[src/rtl/lsu_ctrl.sv]
// Load/store unit: drives one 64-bit data-memory transaction per request and returns the aligned/extended result.
// Optional misalignment trapping is enabled with `define LSU_MISALIGN_CHECK_EN.
module lsu_ctrl #(
    parameter int DW = 64,
    parameter int RW = 5
) (
    input  logic          clk,
    input  logic          rst_n,
    input  logic          req_valid,
    output logic          req_ready,
    input  logic          req_we,
    input  logic [1:0]    req_size,
    input  logic          req_unsigned,
    input  logic [DW-1:0] req_addr,
    input  logic [DW-1:0] req_wdata,
    input  logic [RW-1:0] req_rd,
    output logic          mem_valid,
    input  logic          mem_ready,
    output logic [DW-1:0] mem_addr,
    output logic          mem_we,
    output logic [7:0]    mem_wstrb,
    output logic [DW-1:0] mem_wdata,
    input  logic          mem_rvalid,
    input  logic [DW-1:0] mem_rdata,
    output logic          resp_valid,
    input  logic          resp_ready,
    output logic [DW-1:0] resp_data,
    output logic [RW-1:0] resp_rd,
    output logic          resp_we,
    output logic          resp_misalign
);

    typedef enum logic [1:0] {IDLE, REQ, WAIT, RESP} state_t;

    state_t state, state_next;

    logic          we_q;
    logic [1:0]    size_q;
    logic          uns_q;
    logic [2:0]    a_q;
    logic [DW-4:0] addr_hi_q;
    logic [RW-1:0] rd_q;
    logic [DW-1:0] wdata_q;
    logic [7:0]    wstrb_q;
    logic [DW-1:0] data_q;
    logic          mis_q;

    logic [2:0]    a_fix;
    logic          mis_in;
    logic [7:0]    wstrb_in;
    logic [DW-1:0] shifted;
    logic [DW-1:0] ext;

    // Offset rounded down to the access size's natural alignment.
    always_comb begin
        a_fix = req_addr[2:0];
        case (req_size)
            2'd0:    a_fix = req_addr[2:0];
            2'd1:    a_fix = {req_addr[2:1], 1'b0};
            2'd2:    a_fix = {req_addr[2], 2'b00};
            default: a_fix = 3'b000;
        endcase
`ifdef LSU_MISALIGN_CHECK_EN
        mis_in = (a_fix != req_addr[2:0]);
`else
        mis_in = 1'b0;
`endif
        wstrb_in = 8'h00;
        if (req_we) begin
            case (req_size)
                2'd0:    wstrb_in = 8'h01 << a_fix;
                2'd1:    wstrb_in = 8'h03 << a_fix;
                2'd2:    wstrb_in = 8'h0F << a_fix;
                default: wstrb_in = 8'hFF;
            endcase
        end
    end

    always_comb begin
        shifted = mem_rdata >> {a_q, 3'b000};
        ext     = shifted;
        case (size_q)
            2'd0:    ext = {{(DW-8){~uns_q & shifted[7]}}, shifted[7:0]};
            2'd1:    ext = {{(DW-16){~uns_q & shifted[15]}}, shifted[15:0]};
            2'd2:    ext = {{(DW-32){~uns_q & shifted[31]}}, shifted[31:0]};
            default: ext = shifted;
        endcase
    end

    always_ff @(posedge clk or negedge rst_n) begin
        if (!rst_n) begin
            state <= IDLE;
        end else begin
            state <= state_next;
        end
    end

    always_comb begin
        state_next    = state;
        req_ready     = 1'b0;
        mem_valid     = 1'b0;
        mem_addr      = '0;
        mem_we        = 1'b0;
        mem_wstrb     = 8'h00;
        mem_wdata     = '0;
        resp_valid    = 1'b0;
        resp_data     = '0;
        resp_rd       = '0;
        resp_we       = 1'b0;
        resp_misalign = 1'b0;
        case (state)
            IDLE: begin
                req_ready = 1'b1;
                if (req_valid) state_next = mis_in ? RESP : REQ;
            end
            REQ: begin
                mem_valid = 1'b1;
                mem_addr  = {addr_hi_q, 3'b000};
                mem_we    = we_q;
                mem_wstrb = wstrb_q;
                mem_wdata = wdata_q;
                if (mem_ready) state_next = we_q ? RESP : WAIT;
            end
            WAIT: begin
                if (mem_rvalid) state_next = RESP;
            end
            RESP: begin
                resp_valid    = 1'b1;
                resp_data     = data_q;
                resp_rd       = rd_q;
                resp_we       = we_q;
                resp_misalign = mis_q;
                if (resp_ready) state_next = IDLE;
            end
            default: state_next = IDLE;
        endcase
    end

    // Request fields are frozen at acceptance so memory and writeback see stable values.
    always_ff @(posedge clk or negedge rst_n) begin
        if (!rst_n) begin
            we_q      <= 1'b0;
            size_q    <= 2'd0;
            uns_q     <= 1'b0;
            a_q       <= 3'd0;
            addr_hi_q <= '0;
            rd_q      <= '0;
            wdata_q   <= '0;
            wstrb_q   <= 8'h00;
            data_q    <= '0;
            mis_q     <= 1'b0;
        end else if (state == IDLE && req_valid) begin
            we_q      <= req_we;
            size_q    <= req_size;
            uns_q     <= req_unsigned;
            a_q       <= a_fix;
            addr_hi_q <= req_addr[DW-1:3];
            rd_q      <= req_rd;
            wdata_q   <= req_wdata << {a_fix, 3'b000};
            wstrb_q   <= wstrb_in;
            data_q    <= '0;
            mis_q     <= mis_in;
        end else if (state == WAIT && mem_rvalid) begin
            data_q <= ext;
        end
    end

endmodule

[config.mk]
export PLATFORM = sky130hd
export DESIGN_NAME = lsu_ctrl
export DESIGN_NICKNAME = d
export VERILOG_FILES = /design/src/rtl/lsu_ctrl.sv
export SDC_FILE = /design/constraint.sdc
export NUM_CORES = 1
export LEC_CHECK = 0
export ABC_AREA = 1
export CAP_MARGIN = 0
export CELL_PAD_IN_SITES_DETAIL_PLACEMENT = 2
export CELL_PAD_IN_SITES_GLOBAL_PLACEMENT = 2
export CORE_MARGIN = 1
export CORE_UTILIZATION = 25
export DETAILED_ROUTE_END_ITERATION = 8
export PLACE_DENSITY_LB_ADDON = 0.1
export REMOVE_ABC_BUFFERS = 1
export SKIP_LAST_GASP = 1
export SLEW_MARGIN = 20
export SYNTH_ARGS = -nofsm -noshare
export SYNTH_HDL_FRONTEND = slang
export SYNTH_SLANG_ARGS = --single-unit
[constraint.sdc]
create_clock -name clk -period 2.5 [get_ports clk]
set_clock_uncertainty 0.15 [all_clocks]
set_input_delay 0.375 -clock clk [delete_from_list [all_inputs] [get_ports clk]]
set_output_delay 0.375 -clock clk [all_outputs]
set_load 0.05 [all_outputs]
======== After elaboration in Yosys (flattened, before gate mapping) ========
Cells that the tools add are included.
storage, ports and cells
  output and inout bits ................... 211
  input port bits ......................... 207
  flip-flop bits (word level) ............. 211
cells by class
  shift-type cells ........................ 5
  mux-type cells .......................... 22
  bitwise gates (word level) .............. 4
  eq/ne operators ......................... 11
  reduce and logical (&&, ||, !) cells .... 7
operators with widths
  cell                   number
  $mux W64               5
  $pmux W64 S3           1
  $shl A64 B6 Y64        1
  $shr A64 B6 Y64        1
  $pmux W8 S3            1
  $mux W8                2
  $pmux W3 S3            1
  $eq A2 B2 Y1 const B   4
  $mux W2                4
  $ne A2 B2 Y1 const B   4
  $pmux W2 S4            1
  $shl A1 B3 Y8 const A  1
  $shl A2 B3 Y8 const A  1
  $shl A4 B3 Y8 const A  1
  $eq A2 B1 Y1 const B   3
  $logic_not A2 Y1       3
  $mux W1                6
  $mux W5                1
  $reduce_and A4 Y1      1
  $and A1 B1 Y1          3
  $logic_and A1 B1 Y1    2
  $reduce_bool A2 Y1     1
  $not A1 Y1             1

======== Longest topological paths before layout ========
  depth after elaboration ................. 5
  depth in mapped cells ................... 14

======== Worst setup path after synthesis ========
OpenSTA, ideal clock, no wires.
  path kind ............................... register -> output
  start ................................... register state[1]
  end ..................................... output mem_addr[10]
  slack ................................... -0.208 ns
  arrival time ............................ 2.183 ns
  buffers on the path ..................... 3
  stages on the path, launching flop included .. 8
  data required time ...................... 1.975 ns
  cell sequence ........................... dfrtp_1 inv_1 ha_1 clkbuf_1 clkbuf_1 clkbuf_1 nand2_1 inv_1
on the way
  word-level cells in the longest chain between the ends .. 2
RTL lines
  what                    RTL line  source
  from (decl)             35        state_t state, state_next;
  from (signal assigned)  94        state <= state_next;
  $eq A2 B1 Y1            111       case (state)
  $mux W64                111
  to (decl)               19        output logic [DW-1:0] mem_addr,
Every way passes these cells.

======== Final worst setup path ========
  start ................................... register state[1]
  end ..................................... output mem_wdata[42]
on the way
  word-level cells in the longest chain between the ends .. 2
RTL lines
  what          RTL line  source
  $eq A2 B1 Y1  111
  $mux W64      111
  to (decl)     22        output logic [DW-1:0] mem_wdata,
Every way passes these cells.

==> impl_metrics.csv <==
group,metric,value,unit
floorplan,die-area,55000,µm²
cells_and_area,final_common_cell,"nand2_1",
setup_path,crit_path_capture_type,"primary output",
cts,cts_inserted_buffers,29,
detailed_routing,drt_iter0_markers,594,
timing,maximum_clock_frequency,404,MHz
timing,worst_slew_margin_rel,0.547,
detailed_routing,dr_total_vias,15000,
cells_and_area,area_growth,63.8,%
power,ir_drop,0.000550,V
floorplan,placementRows,84,
cts,cts.sinks,211,
floorplan,core_area,53000,µm²
yosys,synthesis.instances,2068,
setup_path,slowest_delay,0.44,ns
yosys,synth.avg_cell_area,6.53,µm²
cells_and_area,instances_no_fill,3182,
cells_and_area,nets,2686,
timing,post-route-min-period,2.47,ns
power,power_per_cell_area,1170,nW/µm²
yosys,seq_area_frac_synth,0.391,
cts,path_clk_slew,0.06,ns
cells_and_area,post_route_cells_drive_above_1_share,0.183,
cts,deepest_level_of_the_cts_h_tree,1,
detailed_routing,postRouteAntennaNets,0,
yosys,yosysWarnings,0,
yosys,synth_area_leader_cell,"dfrtp_1",
placement,placement.io_buffers,413,
timing,max_slew.worst_pin.slew,0.680,ns
setup_path,path_max_fanout,13,
yosys,synth_top_area_share,0.391,
setup_path,ws_path_type,"reg2out",
cts,ctsLongestPathBuffers,3,
floorplan,io_pins,418,
global_route,first_global_vias,16600,
cells_and_area,final_util,0.418,
placement,dp.cells,3114,
power,power.leakage,0.0118,µW
yosys,synth_area_leaders,"dfrtp_1 (39%), nand2_1 (27%), inv_1 (7.3%)",
yosys,synth_area,13500,µm²
setup_path,timing.critical_path.cells,"inv_2, ha_4, buf_12, clkbuf_16, nand2_1, inv_1, buf_12",
cts,cts.root.buffer_cell,"clkbuf_16",
setup_path,worst_setup_path_start_kind,"register",
setup_path,arrival,1.95,ns
detailed_routing,dr.pass1.iters,5,
floorplan,initial_utilization,0.255,
timing,rsz0062_at_grt,"yes",
global_route,grt_overflow,0,
cells_and_area,layout.cells.most_common_list,"nand2_1 (982), inv_1 (234), buf_12 (228), dfrtp_1 (206), clkdlybuf4s50_1 (205)",
timing,worst_slack_on_hold_paths,0.138,ns
detailed_routing,drt-vias-per-instance,4.71,
timing,final-max-slew-violation-count,0,
floorplan,fp.dieW,234,µm
yosys,synth.ff_latch_count,211,
setup_path,timing.critical_path.max_delay_family,"buffers and inverters",
worst_hold_path,path_class_of_the_lowest_slack_min_delay_path,"in2async",
detailed_routing,avgRoutedWirePerCell,19.6,µm
timing,timing.final.setup_violations,0,
cts,skew_pair_late_insertion_delay,0.56,ns
global_route,grtUsageTotal,0.223,
timing,final.period_utilization,0.989,
yosys,post_synth_num_cell_types,41,
floorplan,fp.dieH,234,µm
timing,hold_viol,0,
cts,tritoncts,"built",
setup_path,worst-path-buf-inv,5,
timing,setup-tns-final,0,ns
global_route,initial_antenna_violation_count,3,
placement,place.gp.congestion,0.806,
global_route,grt_first_pass_wirelength,95500,µm
setup_path,worst_r2r_setup_slack,0.24,ns
global_route,grt_max_degree,130,
setup_path,timing.critical_path.required,1.98,ns
setup_path,critical-path-top-cell-by-count,"buf_12",
detailed_routing,drc,0,
run_status,run_status,"finished, final reports clean",
setup_path,crit_slowest_cell,"dfrtp_2",
detailed_routing,drt_wl_total,62500,µm
job,drv_cap,0,
placement,detailedPlacementHpwl,44900,µm
cell families (layout without fill, tap and decap cells):
kind of cell    after synthesis  after routing  synth area share
simple gates               1145           1145             0.348
buf+inv                     413            833             0.128
compound gates              288            288             0.124
flops                       211            211             0.391
fa+ha+maj                    10             10           0.00926
other cells                   1              7          0.000278
layout make-up:
class,count,area [µm²]
fill,6029,30800
timing repair buffer,506,7340
multi-input combinational,1447,6570
sequential,211,5290
inverter,274,1040
tap,688,861
clock buffer,42,845
clock inverter,11,185
antenna,3,7.51
per-layer routing:
layer | share of wire | GRT usage | routed length (µm) | vias to the layer above
met1 | 0.45 | 0.289 | 27900 | 7497
li1 | - | - | - | 7146
met5 | 0 | 0 | 0 | -
met4 | 0.018 | 0.0452 | 1140 | 0
met3 | 0.033 | 0.0303 | 2070 | 68
met2 | 0.50 | 0.392 | 31400 | 275
repair_timing:
action,CTS,global route
gates cloned,2,4
endpoints found under the hold margin,211,0
setup endpoints to repair,174,86
gates resized for setup,13,27
setup buffers,5,0
hold buffers,1,0
metrics by stage:
stage / instance area, µm² / power, µW / setup slack, ns
6_report: 22100 / 26000 / 0.0274
5_1_grt: 22100 / 27600 / -0.0555
4_1_cts: 22000 / 26100 / -0.0469
3_5_place_dp: 20800 / 21000 / -0.121
3_3_place_gp: 20800 / 20600 / 0.0274
2_1_floorplan: 12800 / 13800 / -4.59
cells in the mapped netlist:
library cell and n:
o21a_1 3, clkbuf_1 81, inv_1 261, or2_2 6, a22o_1 10, buf_12 3
a22oi_1 4, buf_1 10, o311ai_0 1, buf_4 10, nand3_2 36, nand2_4 3
nor2_1 33, nand2_1 988, dfrtp_1 211, buf_6 5, ha_1 10, nor2_2 3
o221ai_1 12, buf_2 29, a31oi_1 2, o22ai_1 3, inv_4 1, buf_8 1
nand3_1 69, conb_1 1, nand2_8 2, a211oi_1 2, o21ai_2 1, o211ai_1 30
a221oi_1 1, inv_2 10, or2_1 1, o21ai_1 35, clkinv_2 1, o311ai_1 7
inv_6 1, o21ai_0 147, o31ai_1 2, nand2_2 4, a21oi_1 28
final timing paths:
check / to / cells past startpoint / start
max reg2reg: wdata_q[61] / 9 / state[0]
max in group asynchronous: a_q[1] / 3 / rst_n
min in group clk: rd_q[3] / 3 / req_rd[3]
min: data_q[42] / 2 / rst_n
min reg2reg: data_q[38] / 2 / data_q[38]
max: mem_wdata[42] / 7 / state[1]
flip-flops by register name (all words and copies together), names as in the netlist:
register	cells
data_q	64
wdata_q	64
addr_hi_q	61
wstrb_q	8
rd_q	5
a_q	3
size_q	2
state	2
uns_q	1
we_q	1
report_power, final:
group	internal [µW]	switching (µW)	total, µW	leakage (µW)
clock network	2840	1670	4510	0.000501
registers	4930	992	5920	0.00271
logic	6060	9480	15500	0.00854
total	13800	12100	26000	0.0118
Note: power is estimated with default switching activity, not from simulation.
